[src/rtl/wb_arbiter_if.sv]
// Writeback arbiter bus: requester handshakes, regfile write port and
// decode-stage operand read path.
interface wb_arbiter_if #(
  parameter int NREQ = 3,
  parameter int XLEN = 32,
  parameter int AW   = 5
);
  logic [NREQ-1:0]      req_valid;
  logic [NREQ*AW-1:0]   req_addr;
  logic [NREQ*XLEN-1:0] req_data;
  logic [NREQ-1:0]      req_ready;
  logic                 wb_we;
  logic [AW-1:0]        wb_addr;
  logic [XLEN-1:0]      wb_data;
  logic [AW-1:0]        rs1_addr;
  logic [AW-1:0]        rs2_addr;
  logic [XLEN-1:0]      rs1_rf;
  logic [XLEN-1:0]      rs2_rf;
  logic [XLEN-1:0]      rs1_data;
  logic [XLEN-1:0]      rs2_data;

  modport slave (
    input  req_valid, req_addr, req_data, rs1_addr, rs2_addr, rs1_rf, rs2_rf,
    output req_ready, wb_we, wb_addr, wb_data, rs1_data, rs2_data
  );

  modport master (
    output req_valid, req_addr, req_data, rs1_addr, rs2_addr, rs1_rf, rs2_rf,
    input  req_ready, wb_we, wb_addr, wb_data, rs1_data, rs2_data
  );
endinterface

[src/rtl/wb_arbiter.sv]
// Round-robin writeback arbiter in front of the single regfile write port.
// The winning beat is registered for one cycle and drives we/addr/data.
// Optional macro WB_FWD_EN adds a combinational bypass from the registered
// write onto the decode operands (write-then-read-same-cycle hazard).

// Per-lane eligibility: valid and at or above the round-robin pointer.
module wb_arb_lane #(
  parameter int IDX = 0,
  parameter int PW  = 2
) (
  input  logic          valid,
  input  logic [PW-1:0] ptr,
  output logic          hi
);
  assign hi = valid && (PW'(IDX) >= ptr);
endmodule

module wb_arbiter #(
  parameter int NREQ = 3,
  parameter int XLEN = 32,
  parameter int AW   = 5
) (
  input  logic       clk,
  input  logic       rst,
  wb_arbiter_if.slave bus
);
  localparam int PW = $clog2(NREQ);

  logic [PW-1:0]   rr_ptr;
  logic [NREQ-1:0] hi;
  logic            found;
  logic [PW-1:0]   gnt_idx;
  logic            accept;
  logic [AW-1:0]   gnt_addr;
  logic [XLEN-1:0] gnt_data;

  for (genvar i = 0; i < NREQ; i++) begin : g_lane
    wb_arb_lane #(.IDX(i), .PW(PW)) u_lane (
      .valid (bus.req_valid[i]),
      .ptr   (rr_ptr),
      .hi    (hi[i])
    );
  end

  // Winner: lowest eligible index at/above rr_ptr, else wrap to lowest valid.
  always_comb begin
    found   = 1'b0;
    gnt_idx = '0;
    for (int i = 0; i < NREQ; i++) begin
      if (!found && hi[i]) begin
        found   = 1'b1;
        gnt_idx = PW'(i);
      end
    end
    for (int i = 0; i < NREQ; i++) begin
      if (!found && bus.req_valid[i]) begin
        found   = 1'b1;
        gnt_idx = PW'(i);
      end
    end
  end

  // No grants while reset is held, so nothing is accepted and then dropped.
  assign accept        = found && !rst;
  assign bus.req_ready = accept ? (NREQ'(1) << gnt_idx) : '0;
  assign gnt_addr      = bus.req_addr[gnt_idx*AW +: AW];
  assign gnt_data      = bus.req_data[gnt_idx*XLEN +: XLEN];

  // Pointer moves past the winner after each accepted beat.
  always_ff @(posedge clk or posedge rst) begin
    if (rst)
      rr_ptr <= '0;
    else if (accept)
      rr_ptr <= (gnt_idx == PW'(NREQ-1)) ? '0 : gnt_idx + 1'b1;
  end

  // Output stage: one-cycle write pulse; x0 beats are consumed without a write.
  always_ff @(posedge clk or posedge rst) begin
    if (rst) begin
      bus.wb_we   <= 1'b0;
      bus.wb_addr <= '0;
      bus.wb_data <= '0;
    end else begin
      bus.wb_we <= accept && (gnt_addr != '0);
      if (accept) begin
        bus.wb_addr <= gnt_addr;
        bus.wb_data <= gnt_data;
      end
    end
  end

`ifdef WB_FWD_EN
  // Bypass the write the regfile commits this edge; x0 never forwards.
  assign bus.rs1_data = (bus.wb_we && bus.wb_addr == bus.rs1_addr && bus.rs1_addr != '0)
                        ? bus.wb_data : bus.rs1_rf;
  assign bus.rs2_data = (bus.wb_we && bus.wb_addr == bus.rs2_addr && bus.rs2_addr != '0)
                        ? bus.wb_data : bus.rs2_rf;
`else
  // Without the bypass, decode stalls on the hazard; operands pass through.
  assign bus.rs1_data = bus.rs1_rf;
  assign bus.rs2_data = bus.rs2_rf;
`endif
endmodule

[src/flat_wrapper.sv]
// flat-port wrapper written by rule: the top's interface ports become plain ports
module wb_arbiter_flat 
#(
  parameter int NREQ = 3,
  parameter int XLEN = 32,
  parameter int AW   = 5
)
  (clk, rst, bus_req_valid, bus_req_addr, bus_req_data, bus_rs1_addr, bus_rs2_addr, bus_rs1_rf, bus_rs2_rf, bus_req_ready, bus_wb_we, bus_wb_addr, bus_wb_data, bus_rs1_data, bus_rs2_data);
  wb_arbiter_if #(.NREQ(NREQ), .XLEN(XLEN), .AW(AW)) bus_i ();
  input  logic clk;
  input  logic rst;
  input wire logic [$bits(bus_i.req_valid)-1:0] bus_req_valid;
  input wire logic [$bits(bus_i.req_addr)-1:0] bus_req_addr;
  input wire logic [$bits(bus_i.req_data)-1:0] bus_req_data;
  input wire logic [$bits(bus_i.rs1_addr)-1:0] bus_rs1_addr;
  input wire logic [$bits(bus_i.rs2_addr)-1:0] bus_rs2_addr;
  input wire logic [$bits(bus_i.rs1_rf)-1:0] bus_rs1_rf;
  input wire logic [$bits(bus_i.rs2_rf)-1:0] bus_rs2_rf;
  output wire logic [$bits(bus_i.req_ready)-1:0] bus_req_ready;
  output wire logic [$bits(bus_i.wb_we)-1:0] bus_wb_we;
  output wire logic [$bits(bus_i.wb_addr)-1:0] bus_wb_addr;
  output wire logic [$bits(bus_i.wb_data)-1:0] bus_wb_data;
  output wire logic [$bits(bus_i.rs1_data)-1:0] bus_rs1_data;
  output wire logic [$bits(bus_i.rs2_data)-1:0] bus_rs2_data;
  assign bus_i.req_valid = bus_req_valid;
  assign bus_i.req_addr = bus_req_addr;
  assign bus_i.req_data = bus_req_data;
  assign bus_i.rs1_addr = bus_rs1_addr;
  assign bus_i.rs2_addr = bus_rs2_addr;
  assign bus_i.rs1_rf = bus_rs1_rf;
  assign bus_i.rs2_rf = bus_rs2_rf;
  assign bus_req_ready = bus_i.req_ready;
  assign bus_wb_we = bus_i.wb_we;
  assign bus_wb_addr = bus_i.wb_addr;
  assign bus_wb_data = bus_i.wb_data;
  assign bus_rs1_data = bus_i.rs1_data;
  assign bus_rs2_data = bus_i.rs2_data;
  wb_arbiter #(.NREQ(NREQ), .XLEN(XLEN), .AW(AW)) u_core (.clk(clk), .rst(rst), .bus(bus_i));
endmodule
[config.mk]
export PLATFORM = sky130hd
export DESIGN_NAME = wb_arbiter_flat
export DESIGN_NICKNAME = d
export VERILOG_FILES = /design/src/rtl/wb_arbiter_if.sv /design/src/rtl/wb_arbiter.sv /design/src/flat_wrapper.sv
export SDC_FILE = /design/constraint.sdc
export NUM_CORES = 1
export LEC_CHECK = 0
export ABC_AREA = 1
export CORE_AREA = 4 4 113 115
export DETAILED_ROUTE_END_ITERATION = 7
export DIE_AREA = 0 0 117 119
export GPL_TIMING_DRIVEN = 0
export PLACE_DENSITY = 0.68
export RECOVER_POWER = 100
export SYNTH_ARGS = -nofsm -noshare
export SYNTH_HDL_FRONTEND = slang
export SYNTH_SLANG_ARGS = --single-unit
[constraint.sdc]
create_clock -name clk -period 3.4 [get_ports clk]
set_input_delay 0.68 -clock clk [delete_from_list [all_inputs] [get_ports clk]]
set_output_delay 0.68 -clock clk [all_outputs]
set_load 0.005 [all_outputs]
==> results of run 1 <==
==> cell families (layout without fill, tap and decap cells) <==
logic type / count (synthesis) / in the layout / share of synthesized area, %
DFF: 40 / 40 / 37.1
buffers and inverters: 103 / 334 / 25.3
AOI/OAI and AO/OA: 37 / 37 / 9.05
and+or+nand+nor: 173 / 173 / 28.5
==> Yosys cell counts, types with 4 or more instances <==
library cell	count
nand2_1	121
nand4_1	19
o21ai_1	10
nand3_1	10
buf_2	6
inv_1	22
buf_6	4
a41oi_1	4
a22oi_1	9
dfrtp_1	40
o21ai_0	9
buf_4	68
nor2_1	15
==> state kept, by name (all words and copies together) (netlist names) <==
signal	cells
u_core.rr_ptr	2
u_core.bus.wb_we	1
u_core.bus.wb_data	32
u_core.bus.wb_addr	5
==> placed cells by master, fill, tap and decap left out, types with 2 or more instances in the layout <==
cell type	n
clkbuf_16	5
nor2_1	15
a22oi_1	9
nand3_2	2
nor2_4	2
dfrtp_1	40
inv_1	21
buf_4	71
clkinv_4	2
nand4_1	19
buf_2	5
inv_2	2
a41oi_1	4
clkdlybuf4s50_1	117
dlygate4sd3_1	102
clkinvlp_4	2
o21ai_1	10
nand3_1	10
buf_6	4
nand2_1	121
o21ai_0	9
==> area by class of cell <==
cell class                      instances  area share (%)
Tap cell                              147            3.48
Clock inverter                          3           0.450
Multi-Input combinational cell        210            19.3
Timing Repair Buffer                  223            42.4
Clock buffer                            5            2.37
Inverter                               25            1.92
Buffer                                 78            11.1
Sequential cell                        40            18.9
==> timing repair <==
item,CTS,global route
buffers inserted,1,1
setup endpoints to repair,3,3
pin swaps,1,0
resized for setup,4,2
hold buffers,0,0
==> how the worst min path moves through the flow <==
stage                     depth (start not counted)                      to                    from
after floorplan                                   2   u_core.bus.wb_addr[0]   u_core.bus.wb_addr[0]
after global placement                            2   u_core.bus.wb_addr[4]   u_core.bus.wb_addr[4]
after detailed placement                          2  u_core.bus.wb_data[12]  u_core.bus.wb_data[12]
after CTS                                         2   u_core.bus.wb_addr[4]   u_core.bus.wb_addr[4]
after global routing                              2  u_core.bus.wb_data[26]  u_core.bus.wb_data[26]
final                                             2  u_core.bus.wb_data[24]  u_core.bus.wb_data[24]
==> worst max-delay path, cell delays in order <==
cell and delay (ns):
clkdlybuf4s50_1 0.46, clkinv_4 0.17, buf_12 0.21, o21ai_4 0.13, nor2_4 0.20, buf_4 0.22
clkdlybuf4s50_1 0.53
==> power breakdown <==
| part | internal (mW) | switching [mW] | total, mW | leakage, nW |
|---|---|---|---|---|
| Clock | 0.273 | 0.201 | 0.474 | 0.0660 |
| Sequential | 0.574 | 0.0512 | 0.625 | 0.473 |
| Combinational | 0.455 | 0.319 | 0.775 | 1.83 |
| Total | 1.30 | 0.572 | 1.87 | 2.36 |
==> layer usage <==
metal / track usage, % / wire [um] / vias to the layer above
met5: 0 / 0 / -
met2: 28.1 / 5630 / 171
li1: - / - / 1532
met1: 17.3 / 4040 / 1387
met4: 2.44 / 112 / 0
met3: 5.18 / 1200 / 9
==> through the flow <==
step | cell area (um2) | power (mW) | setup TNS (ns) | setup slack (ns) | hold WS [ns]
after floorplan | 2700 | 0.955 | 0 | 0.460 | 0.476
after global placement | 5080 | 1.46 | -5.14 | -1.03 | 0.468
after detailed placement | 5100 | 1.48 | -0.361 | -0.162 | 0.475
after CTS | 5270 | 1.98 | 0 | 0.0295 | 0.493
after global routing | 5280 | 2.02 | -0.0429 | -0.0429 | 0.510
final | 5280 | 1.87 | 0 | 0.105 | 0.483
==> metrics.md, run 1 <==
| Metric | Value |
|---|---|
| Ys flop type | `dfrtp_1` |
| Core ar. | `11800 um2` |
| Syn_nets | `543` |
| Cell Count, Final, Fillers Out | `731` |
| Max_cap viols | `0` |
| Final period util | `96.9%` |
| Synthesized cell area | `2700 um2` |
| CTS tree | `built` |
| Maximum vdd drop | `0.186 mV` |
| Register Area | `1000 um2` |
| Area share of the largest cell type after synthesis | `37.1%` |
| Syn_area_per_cell | `7.64 um2` |
| FF+latch count, synth | `40` |
| Cells after Synth | `353` |
| Top Ports | `295` |
| EDFF count, synth | `0` |
| Detailed-route wire length | `11000 um` |
| Slew @ Worst Pin | `0.311 ns` |
| Worst reg2reg endpoint | `u_core.bus.wb_we` |
| Vias in the first global route | `3318` |
| Grt ovf | `0` |
| Overall Global Routing Usage | `15.3%` |
| Worst setup EP type | `output pin` |
| Die area | `13900 um2` |
| FF-to-FF path depth | `11` |
| Vias | `3099` |
| Average via count per standard cell | `4.24` |
| Die height | `119 um` |
| Yosys warning total | `0` |
| Final net count | `773` |
| Row count | `40` |
| Post-layout min period | `3.30 ns` |
| Sequential area share after synthesis | `37.1%` |
| Post-route ant nets | `0` |
| H-tree depth | `2` |
| Critical R2R Launch | `u_core.rr_ptr[1]` |
| PortBufs | `220` |
| Netlist cell types | `25` |
| Routability Congestion | `0.759` |
| Required @ worst endpoint | `2.72 ns` |
| CP max FO | `25` |
| R2r setup slk | `1.60 ns` |
| Hold WC Path Type | `reg2reg` |
| Initial core utilization | `22.8%` |
| Result of the run | `finished clean` |
| DRC violations left | `0` |
| Skew-Pair Late Insertion Delay | `0.28 ns` |
| CP endpoint | `bus_req_ready[1]` |
| Synth async-reset ratio | `100%` |
| Clock slew at reported path FFs | `0.06 ns` |
| Dominant cells by area after synthesis | `dfrtp_1 37%, buf_4 19%, nand2_1 17%` |
| Area added between synthesis and finish | `96.0%` |
| Crit start category | `primary input` |
| Multi-input logic area | `1020 um2` |
| Placed cells | `721` |
| CTS Buf Count | `5` |
| Final Skew | `0.00539 ns` |
| DRT Pass-1 Iters | `4` |
| First-pass GRT wire length | `16900 um` |
| Pins Over Slew Limit | `0` |
| P per Cell Area | `355 nW/um2` |
| CP arrival | `2.62 ns` |
| Worst slew margin | `79.2%` |
| F_max | `0.303 GHz` |
| Share of layout cells above drive strength 1 | `17.8%` |
| Leakage power | `2.36 nW` |
| Initial drt markers | `92` |
| CTS Sinks | `40` |
| Clock root buffer | `clkbuf_16` |
| Final HPWL DP | `9350 um` |
| Crit. Startpoint | `rst` |
| # setup viols final | `0` |
| Clk buf depth | `2` |
| Fill count | `1177` |
| Final core utilization | `44.7%` |
| Setup CP Type | `in2out` |
| Fin. Hold Viols | `0` |
| DR WL/cell | `15.0 um` |
| Largest net degree at the start of global routing | `26` |
| RSZ-0062 raised after global routing | `yes` |
| Number of diodes | `0` |
| Initial antenna violation count | `0` |
| Yosys top cell by area | `dfrtp_1` |
| Die W | `117 um` |
(Power assumes the default switching activity.)
==> run 2, diff against run 1 <==
- MAX_ROUTING_LAYER: not set -> met4
==> metrics.md, run 2 (same netlist as run 1, synthesis figures left out) <==
| Metric | Value |
|---|---|
| Row count | `40 (unchanged)` |
| First-pass GRT wire length | `16800 um (-0.33%)` |
| Largest Register | `u_core.bus.wb_data` |
| Final net count | `773 (unchanged)` |
| Required @ worst endpoint | `2.72 ns (about the same)` |
| Routability Congestion | `0.769 (+1.3%)` |
| Hold_buf cts | `0 (unchanged)` |
| CP arrival | `2.64 ns (+0.02 ns)` |
| Final Skew | `0.00554 ns (+0.000150 ns)` |
| Met3 WL | `974 um (-19%)` |
| Initial antenna violation count | `0 (unchanged)` |
| CTS Buf Count | `5 (unchanged)` |
| Crit start category | `primary input` |
| Pins Over Slew Limit | `0 (unchanged)` |
| Crit. Startpoint | `rst` |
| DR WL/cell | `15.0 um (about the same)` |
| Hold_ws | `0.483 ns (unchanged)` |
| Result of the run | `finished clean` |
| CP max FO | `25 (unchanged)` |
| DRT Pass-1 Iters | `4 (unchanged)` |
| Flop pwr share | `33.4% (about the same)` |
| Met2 Wirelength | `5620 um (about the same)` |
| DR top layer | `met4` |
| Commonest non-fill, non-tap cell in the layout | `nand2_1` |
| P per Cell Area | `355 nW/um2 (about the same)` |
| Post-layout min period | `3.32 ns (+0.0277 ns)` |
| PortBufs | `220 (unchanged)` |
| Worst setup EP type | `output pin` |
| FF-to-FF path depth | `11 (unchanged)` |
| Largest register FFs | `32 (unchanged)` |
| # setup viols final | `0 (unchanged)` |
| Slew @ Worst Pin | `0.311 ns (+0.000754 ns)` |
| Grt ovf | `0 (unchanged)` |
| Final period util | `97.7% (+0.81 points)` |
| RSZ-0062 raised after global routing | `yes` |
| Internal power | `1.30 mW (about the same)` |
| Fin. Hold Viols | `0 (unchanged)` |
| Vias | `3104 (+0.16%)` |
| Leakage power | `2.36 nW (unchanged)` |
| Detailed-route wire length | `11000 um (about the same)` |
| Maximum vdd drop | `0.186 mV (+0.17%)` |
| Pre-CTS setup slack | `-0.162 ns (unchanged)` |
| Gate power share | `41.4% (about the same)` |
| Critical R2R Launch | `u_core.rr_ptr[1]` |
| Die W | `117 um (unchanged)` |
| Initial drt markers | `108 (+17%)` |
| Clock slew at reported path FFs | `0.06 ns (about the same)` |
| Average via count per standard cell | `4.25 (+0.16%)` |
| Initial core utilization | `22.8% (unchanged)` |
| Clock root buffer | `clkbuf_16` |
| NetSw | `0.573 mW (+0.20%)` |
| Fill count | `1177 (unchanged)` |
| Die area | `13900 um2 (unchanged)` |
| Regs by FF count | `u_core.bus.wb_data x32, u_core.bus.wb_addr x5, u_core.rr_ptr x2` |
| Switching share of power | `30.6% (+0.043 points)` |
| Clock share of power | `25.3% (about the same)` |
| Clk buf depth | `2 (unchanged)` |
| Final HPWL DP | `9350 um (unchanged)` |
| Final WS setup | `0.0769 ns (-0.0277 ns)` |
| Hold path start | `u_core.bus.wb_data[24]` |
| CTS Sinks | `40 (unchanged)` |
| Largest net degree at the start of global routing | `26 (unchanged)` |
| Overall Global Routing Usage | `15.8% (+0.42 points)` |
| Share of layout cells above drive strength 1 | `17.8% (unchanged)` |
| Max_cap viols | `0 (unchanged)` |
| Setup CP Type | `in2out` |
| Skew-Pair Late Insertion Delay | `0.28 ns (about the same)` |
| DRC violations left | `0 (unchanged)` |
| H-tree depth | `2 (unchanged)` |
| Hold WC Path Type | `reg2reg` |
| Met1 wire length | `4260 um (+5.4%)` |
| Number of diodes | `0 (unchanged)` |
| CTS tree | `built` |
| Most frequent cells in the layout | `121 x nand2_1, 117 x clkdlybuf4s50_1, 102 x dlygate4sd3_1` |
| F_max | `0.301 GHz (-0.83%)` |
| Worst slew margin | `79.2% (about the same)` |
| Worst Hold Depth | `2 (unchanged)` |
| Top Ports | `295 (unchanged)` |
| Core ar. | `11800 um2 (unchanged)` |
| Post-route ant nets | `0 (unchanged)` |
| Total negative slack | `0 ns (unchanged)` |
| Area added between synthesis and finish | `96.0% (unchanged)` |
| Vias in the first global route | `3331 (+0.39%)` |
| Die height | `119 um (unchanged)` |
-- run 2: cell counts in the layout (fill, tap and decap cells not counted) --
Identical to the previous run, type by type.
-- run 2: cell type report --
type,instances,area [um2],share of cell area [%]
Timing Repair Buffer,223,2240,42.4
Multi-Input combinational cell,210,1020,19.3
Sequential cell,40,1000,18.9
Buffer,78,588,11.1
Tap cell,147,184,3.48
Clock buffer,5,125,2.37
Inverter,25,101,1.92
Clock inverter,3,23.8,0.450
-- run 2: metal layers --
layer | global-route usage [%] | up-vias
met2 | 28.1 | 175
li1 | - | 1532
met5 | - | -
met1 | 18.5 | 1388
met3 | 3.20 | 9
met4 | 2.44 | 0
-- run 2: repair_timing --
action / in CTS / in global routing
endpoints found under the setup margin: 3 / 3
resized for setup: 4 / 2
setup buffers: 1 / 1
pin swaps: 1 / 0
-- run 2: critical path: stages --
cell,delay [ns]
clkdlybuf4s50_1,0.46
clkinv_4,0.18
buf_12,0.21
o21ai_4,0.13
nor2_4,0.21
buf_4,0.23
clkdlybuf4s50_1,0.53
-- run 2: path summary, 6_finish.rpt --
check | endpoint | slack, ns
worst max-delay path | bus_req_ready[1] | 0.08
worst min-delay path | u_core.bus.wb_data[24] | 0.48
worst max register to register | u_core.bus.wb_we | 1.60
worst min register to register | u_core.bus.wb_data[24] | 0.48
max in group asynchronous | u_core.bus.wb_data[26] | 2.34
min in group asynchronous | u_core.bus.wb_data[28] | 0.67
-- run 2: power by group through the flow --
stage	sequential, mW	combinational [mW]	clock, mW
after CTS	0.631	0.847	0.498
after floorplan	0.641	0.314	0
after global placement	0.634	0.826	0
final	0.626	0.776	0.474
after detailed placement	0.639	0.837	0
after global routing	0.638	0.862	0.517
-- run 2: per-stage QoR --
| stage | power, mW | std cells | area [um2] | util, % |
|---|---|---|---|---|
| finish | 1.88 | 731 | 5280 | 44.7 |
| global route | 2.02 | 731 | 5280 | 44.7 |
| CTS | 1.98 | 730 | 5270 | 44.7 |
| detailed placement | 1.48 | 721 | 5100 | 43.2 |
| global placement | 1.46 | 720 | 5080 | 43.0 |
| floorplan | 0.955 | 353 | 2700 | - |
==> RTL edit 1, RTL diff (config.mk and constraints of run 1) <==
`AW` is set to 5 in 3 places; all go to 7.
--- a/src/rtl/wb_arbiter_if.sv
+++ b/src/rtl/wb_arbiter_if.sv
@@ -3,7 +3,7 @@
 interface wb_arbiter_if #(
   parameter int NREQ = 3,
   parameter int XLEN = 32,
-  parameter int AW   = 5
+  parameter int AW   = 7
 );
   logic [NREQ-1:0]      req_valid;
   logic [NREQ*AW-1:0]   req_addr;
--- a/src/rtl/wb_arbiter.sv
+++ b/src/rtl/wb_arbiter.sv
@@ -18,7 +18,7 @@
 module wb_arbiter #(
   parameter int NREQ = 3,
   parameter int XLEN = 32,
-  parameter int AW   = 5
+  parameter int AW   = 7
 ) (
   input  logic       clk,
   input  logic       rst,
--- a/src/flat_wrapper.sv
+++ b/src/flat_wrapper.sv
@@ -3,7 +3,7 @@
 #(
   parameter int NREQ = 3,
   parameter int XLEN = 32,
-  parameter int AW   = 5
+  parameter int AW   = 7
 )
   (clk, rst, bus_req_valid, bus_req_addr, bus_req_data, bus_rs1_addr, bus_rs2_addr, bus_rs1_rf, bus_rs2_rf, bus_req_ready, bus_wb_we, bus_wb_addr, bus_wb_data, bus_rs1_data, bus_rs2_data);
   wb_arbiter_if #(.NREQ(NREQ), .XLEN(XLEN), .AW(AW)) bus_i ();
Interface: changed (resized bus_req_addr, bus_rs1_addr, bus_rs2_addr and bus_wb_addr); port bits go from 295 to 307. The function was not compared with the original's and may differ.
==> RTL edit 1 against run 1 <==
Synthesized area grew 2.4%. Sequential cell count grew 2. Total power increased by 4.9%. Clock power down 5.3%. Routed wire length is 1.5% higher. Final area rose by 1.9%. Worst setup slack gained 0.028 ns. Count of clock-buffer cells in the layout grew 2. Critical endpoint unchanged. Largest cell class unchanged. Largest power group unchanged.
==> RTL edit 1: results (changes against run 1) <==
Worst Skew 0.002965 ns (-0.002421 ns); IO buf count 228 (+3.6%); Worst EP arrival 2.59 ns (-0.03 ns); Netlist cell types 24 (-4.0%); global router's overall resource usage 15.31% (-0.033 points); Synth Instances 347 (-1.7%); largest registers u_core.bus.wb_data (32), u_core.bus.wb_addr (7), u_core.rr_ptr (2); leakage 2.332 nW (-1.4%); Initial DRC Count 137 (+49%); min-delay src u_core.bus.wb_addr[5]; Placed Area 5248 um2 (+2.8%); top post-synthesis cells by count nand2_1 (71), buf_4 (67), dfrtp_1 (42); ranking of synthesized cells by area dfrtp_1 (38%), buf_4 (18%), nand2_1 (9.7%), a21oi_1 (7.2%), a22oi_1 (6.3%); status finished clean; fillcell total 1,151 (-2.2%); post-synthesis net count 547 (+0.74%); Placed Instances 723 (+0.28%); sequential fraction of the synthesis area 38.06% (+0.94 points); fraction of layout cells with a size suffix above 1 16.21% (-1.6 points); Fmax 0.3061 GHz (+0.87%); slew at the pin closest to its max-slew limit 0.9680 ns (+0.6573 ns); first-pass GRT wire length 17,020 um (+0.73%); CP startpoint bus_req_valid[1]; Hold Crit Endpoint u_core.bus.wb_addr[5]; hpwl dp 9353 um (about the same); final net count 786 (+1.7%); peak supply drop 192.9 uV (+3.8%); largest net degree at the start of global routing 27 (+3.8%); hold slack final 0.4848 ns (+0.002191 ns); critical path fanouts, max 10 (-60%); Vias 3,233 (+4.3%); critical path's top delay family buffers and inverters; Vias/cell 4.411 (+4.0%); Post-CTS Resized 3 (-1); pre-CTS setup slack -0.2062 ns (-0.04460 ns); DRT Wirelength 11,150 um (+1.5%)
## RTL edit 1: logic make-up after synthesis
| logic type | after synthesis | share of synthesized area, % |
|---|---|---|
| compound gates | 79 | 16.99 |
| buf+inv | 92 | 23.29 |
| flops | 42 | 38.06 |
| simple gates | 134 | 21.66 |
## RTL edit 1: where the power goes
group	leakage [nW]	switching (W)	internal [W]	total (W)
sequential	0.487	0.0000520	0.000606	0.000658
combinational	1.78	0.000365	0.000494	0.000859
clock	0.0640	0.000181	0.000269	0.000449
total	2.33	0.000598	0.00137	0.00197
## RTL edit 1: per-layer routing
metal,track usage (%),part of all wire (%)
met3,4.217,8.8
met2,27.92,52
met5,0,0
met1,17.86,38
met4,2.509,0.73
## RTL edit 1: area by class of cell
cell class                      count  area, um2  area share, %
Sequential cell                    42       1051          19.52
Inverter                           13      57.56          1.069
Buffer                             79      575.6          10.69
Tap cell                          147      183.9          3.415
Multi-Input combinational cell    213       1067          19.82
Clock buffer                        7      132.6          2.463
Timing Repair Buffer              232       2317          43.03
==> RTL edit 2, RTL diff (flow settings as in run 1) <==
Without the edit above. Reset style: synchronous (`rst`), changed in 2 clocked blocks.
--- a/src/rtl/wb_arbiter.sv
+++ b/src/rtl/wb_arbiter.sv
@@ -67,7 +67,7 @@
   assign gnt_data      = bus.req_data[gnt_idx*XLEN +: XLEN];
 
   // Pointer moves past the winner after each accepted beat.
-  always_ff @(posedge clk or posedge rst) begin
+  always_ff @(posedge clk) begin
     if (rst)
       rr_ptr <= '0;
     else if (accept)
@@ -75,7 +75,7 @@
   end
 
   // Output stage: one-cycle write pulse; x0 beats are consumed without a write.
-  always_ff @(posedge clk or posedge rst) begin
+  always_ff @(posedge clk) begin
     if (rst) begin
       bus.wb_we   <= 1'b0;
       bus.wb_addr <= '0;
Check against the original RTL: differs if rst is asserted again (counterexample within 4 cycles, from zero or initial values and one cycle with rst high); with rst held inactive, the same outputs for 10 cycles.
==> RTL edit 2 against run 1 <==
Synthesized area down 2.8%. Worst setup slack better by 0.034 ns. Die area unchanged. Routed wire length up 6.7%. Final cell count up 3.7%. Critical path depth up 1. Hold slack worse by 0.026 ns. Final area down 2.5%. Total power down 15%. Largest power group unchanged. Sequential cell count unchanged. First-iteration DRC count up 12%. Sequential power down 14%. Combinational power down 26%.
==> RTL edit 2: results (changes against run 1) <==
status finished clean; CP peak stage delay 0.58 ns (+0.05 ns); Post-synth ARST share 0% (-100 points); sequential fraction of the synthesis area 30.55% (-6.6 points); pre-CTS setup slack -0.02281 ns (+0.1388 ns); Worst Skew 0.007242 ns (+0.001856 ns); Netlist cell types 28 (+12%); Hold Crit Endpoint u_core.bus.wb_data[4]; hpwl dp 9864 um (+5.4%); non-filler instance count after layout 758 (+3.7%); Placed Instances 748 (+3.7%); hold slack final 0.4565 ns (-0.02614 ns); min-delay src u_core.bus.wb_data[4]; peak supply drop 193.3 uV (+4.0%); fin util 43.61% (-1.1 points); fraction of layout cells with a size suffix above 1 15.71% (-2.1 points); Vias/cell 4.441 (+4.7%); Worst EP arrival 2.58 ns (-0.04 ns); Reg2Reg Depth 10 (-1); Critical R2R Launch u_core.rr_ptr[1]; vias in the first global route 3,463 (+4.4%); top post-synthesis cells by count nand2_1 (143), buf_4 (68), dfxtp_1 (40); Top FF cell, synth dfxtp_1; largest net degree at the start of global routing 13 (-50%); FF-to-FF setup slack 0.91 ns (-0.69 ns); post-synthesis net count 571 (+5.2%); first-pass GRT wire length 17,440 um (+3.3%); sw power 0.0004468 W (-22%); global router's overall resource usage 15.73% (+0.39 points); final net count 800 (+3.5%); GP Congestion 0.7219 (-4.9%); Initial DRC Count 103 (+12%); critical path fanouts, max 8 (-68%)
## RTL edit 2: cell types whose count changed in the layout (fill, tap and decap cells not counted), sizes merged, moves of 5 or more
cell / change
dfxtp: +40
nand4: -10
dfrtp: -40
a21oi: +12
buf: -7
nand2: +24
a22oi: -5
nand3: -6
a41oi: +9
clkbuf: +9
o21ai: +6
## RTL edit 2: what timing repair did
| item | CTS | global route |
|---|---|---|
| endpoints found under the setup margin | 2 | 3 |
| buffers inserted | 0 | 2 |
| pin swaps | 0 | 1 |
| resized for setup | 1 | 1 |
## RTL edit 2: per-layer routing
metal | up-vias | global-route usage, % | share of wire, % | routed length [um]
li1 | 1620 | - | - | -
met5 | - | 0 | 0 | 0
met4 | 0 | 3.297 | 1.1 | 126
met1 | 1567 | 17.22 | 38 | 4457
met2 | 169 | 29.27 | 51 | 6031
met3 | 10 | 4.776 | 9.4 | 1100
## RTL edit 2: worst max-delay path: cells and delay by family
| family | cells | cell delay (ns) |
|---|---|---|
| buffers and inverters | 4 | 1.34 |
| and+or+nand+nor | 4 | 0.57 |
## RTL edit 2: final cells by class
type / instances / area, um2
Sequential cell: 40 / 800.8
Tap cell: 147 / 183.9
Inverter: 25 / 96.34
Fill cell: 1178 / 6660
Clock buffer: 6 / 138.9
Multi-Input combinational cell: 236 / 1125
Buffer: 80 / 579.3
Timing Repair Buffer: 222 / 2217
Clock inverter: 2 / 10.01
## RTL edit 2: how the worst max path moves through the flow
stage	startpoint	endpoint	slack [ns]	cells after the start
after floorplan	bus_req_valid[1]	bus_req_ready[2]	1.36	6
after global placement	bus_req_valid[0]	bus_req_ready[1]	0.03	6
after detailed placement	bus_req_valid[0]	bus_req_ready[1]	-0.02	6
after CTS	bus_req_valid[0]	bus_req_ready[1]	0.04	6
after global routing	bus_req_valid[0]	bus_req_ready[0]	0.04	9
final	bus_req_valid[0]	bus_req_ready[1]	0.14	8
## RTL edit 2: cell families after synthesis
family	after synthesis	share of synthesized area, %
AO/OA/AOI/OAI	58	14.03
flip-flops	40	30.55
buffers and inverters	105	26.40
AND/OR/NAND/NOR	178	29.02
## RTL edit 2: power groups by stage
stage / clock network [W] / logic, W / registers, W
3_5_place_dp: 0 / 0.000618 / 0.000551
2_1_floorplan: 0 / 0.000236 / 0.000553
6_report: 0.000484 / 0.000574 / 0.000540
3_3_place_gp: 0 / 0.000612 / 0.000550
5_1_grt: 0.000516 / 0.000631 / 0.000546
4_1_cts: 0.000503 / 0.000622 / 0.000542
## RTL edit 2: through the flow
stage	setup TNS (ns)	total power, W	instance area (um2)
finish	0	0.001598	5151
global route	0	0.001693	5151
CTS	0	0.001667	5161
detailed placement	-0.03420	0.001169	5007
global placement	0	0.001162	5007
floorplan	0	0.0007881	2621
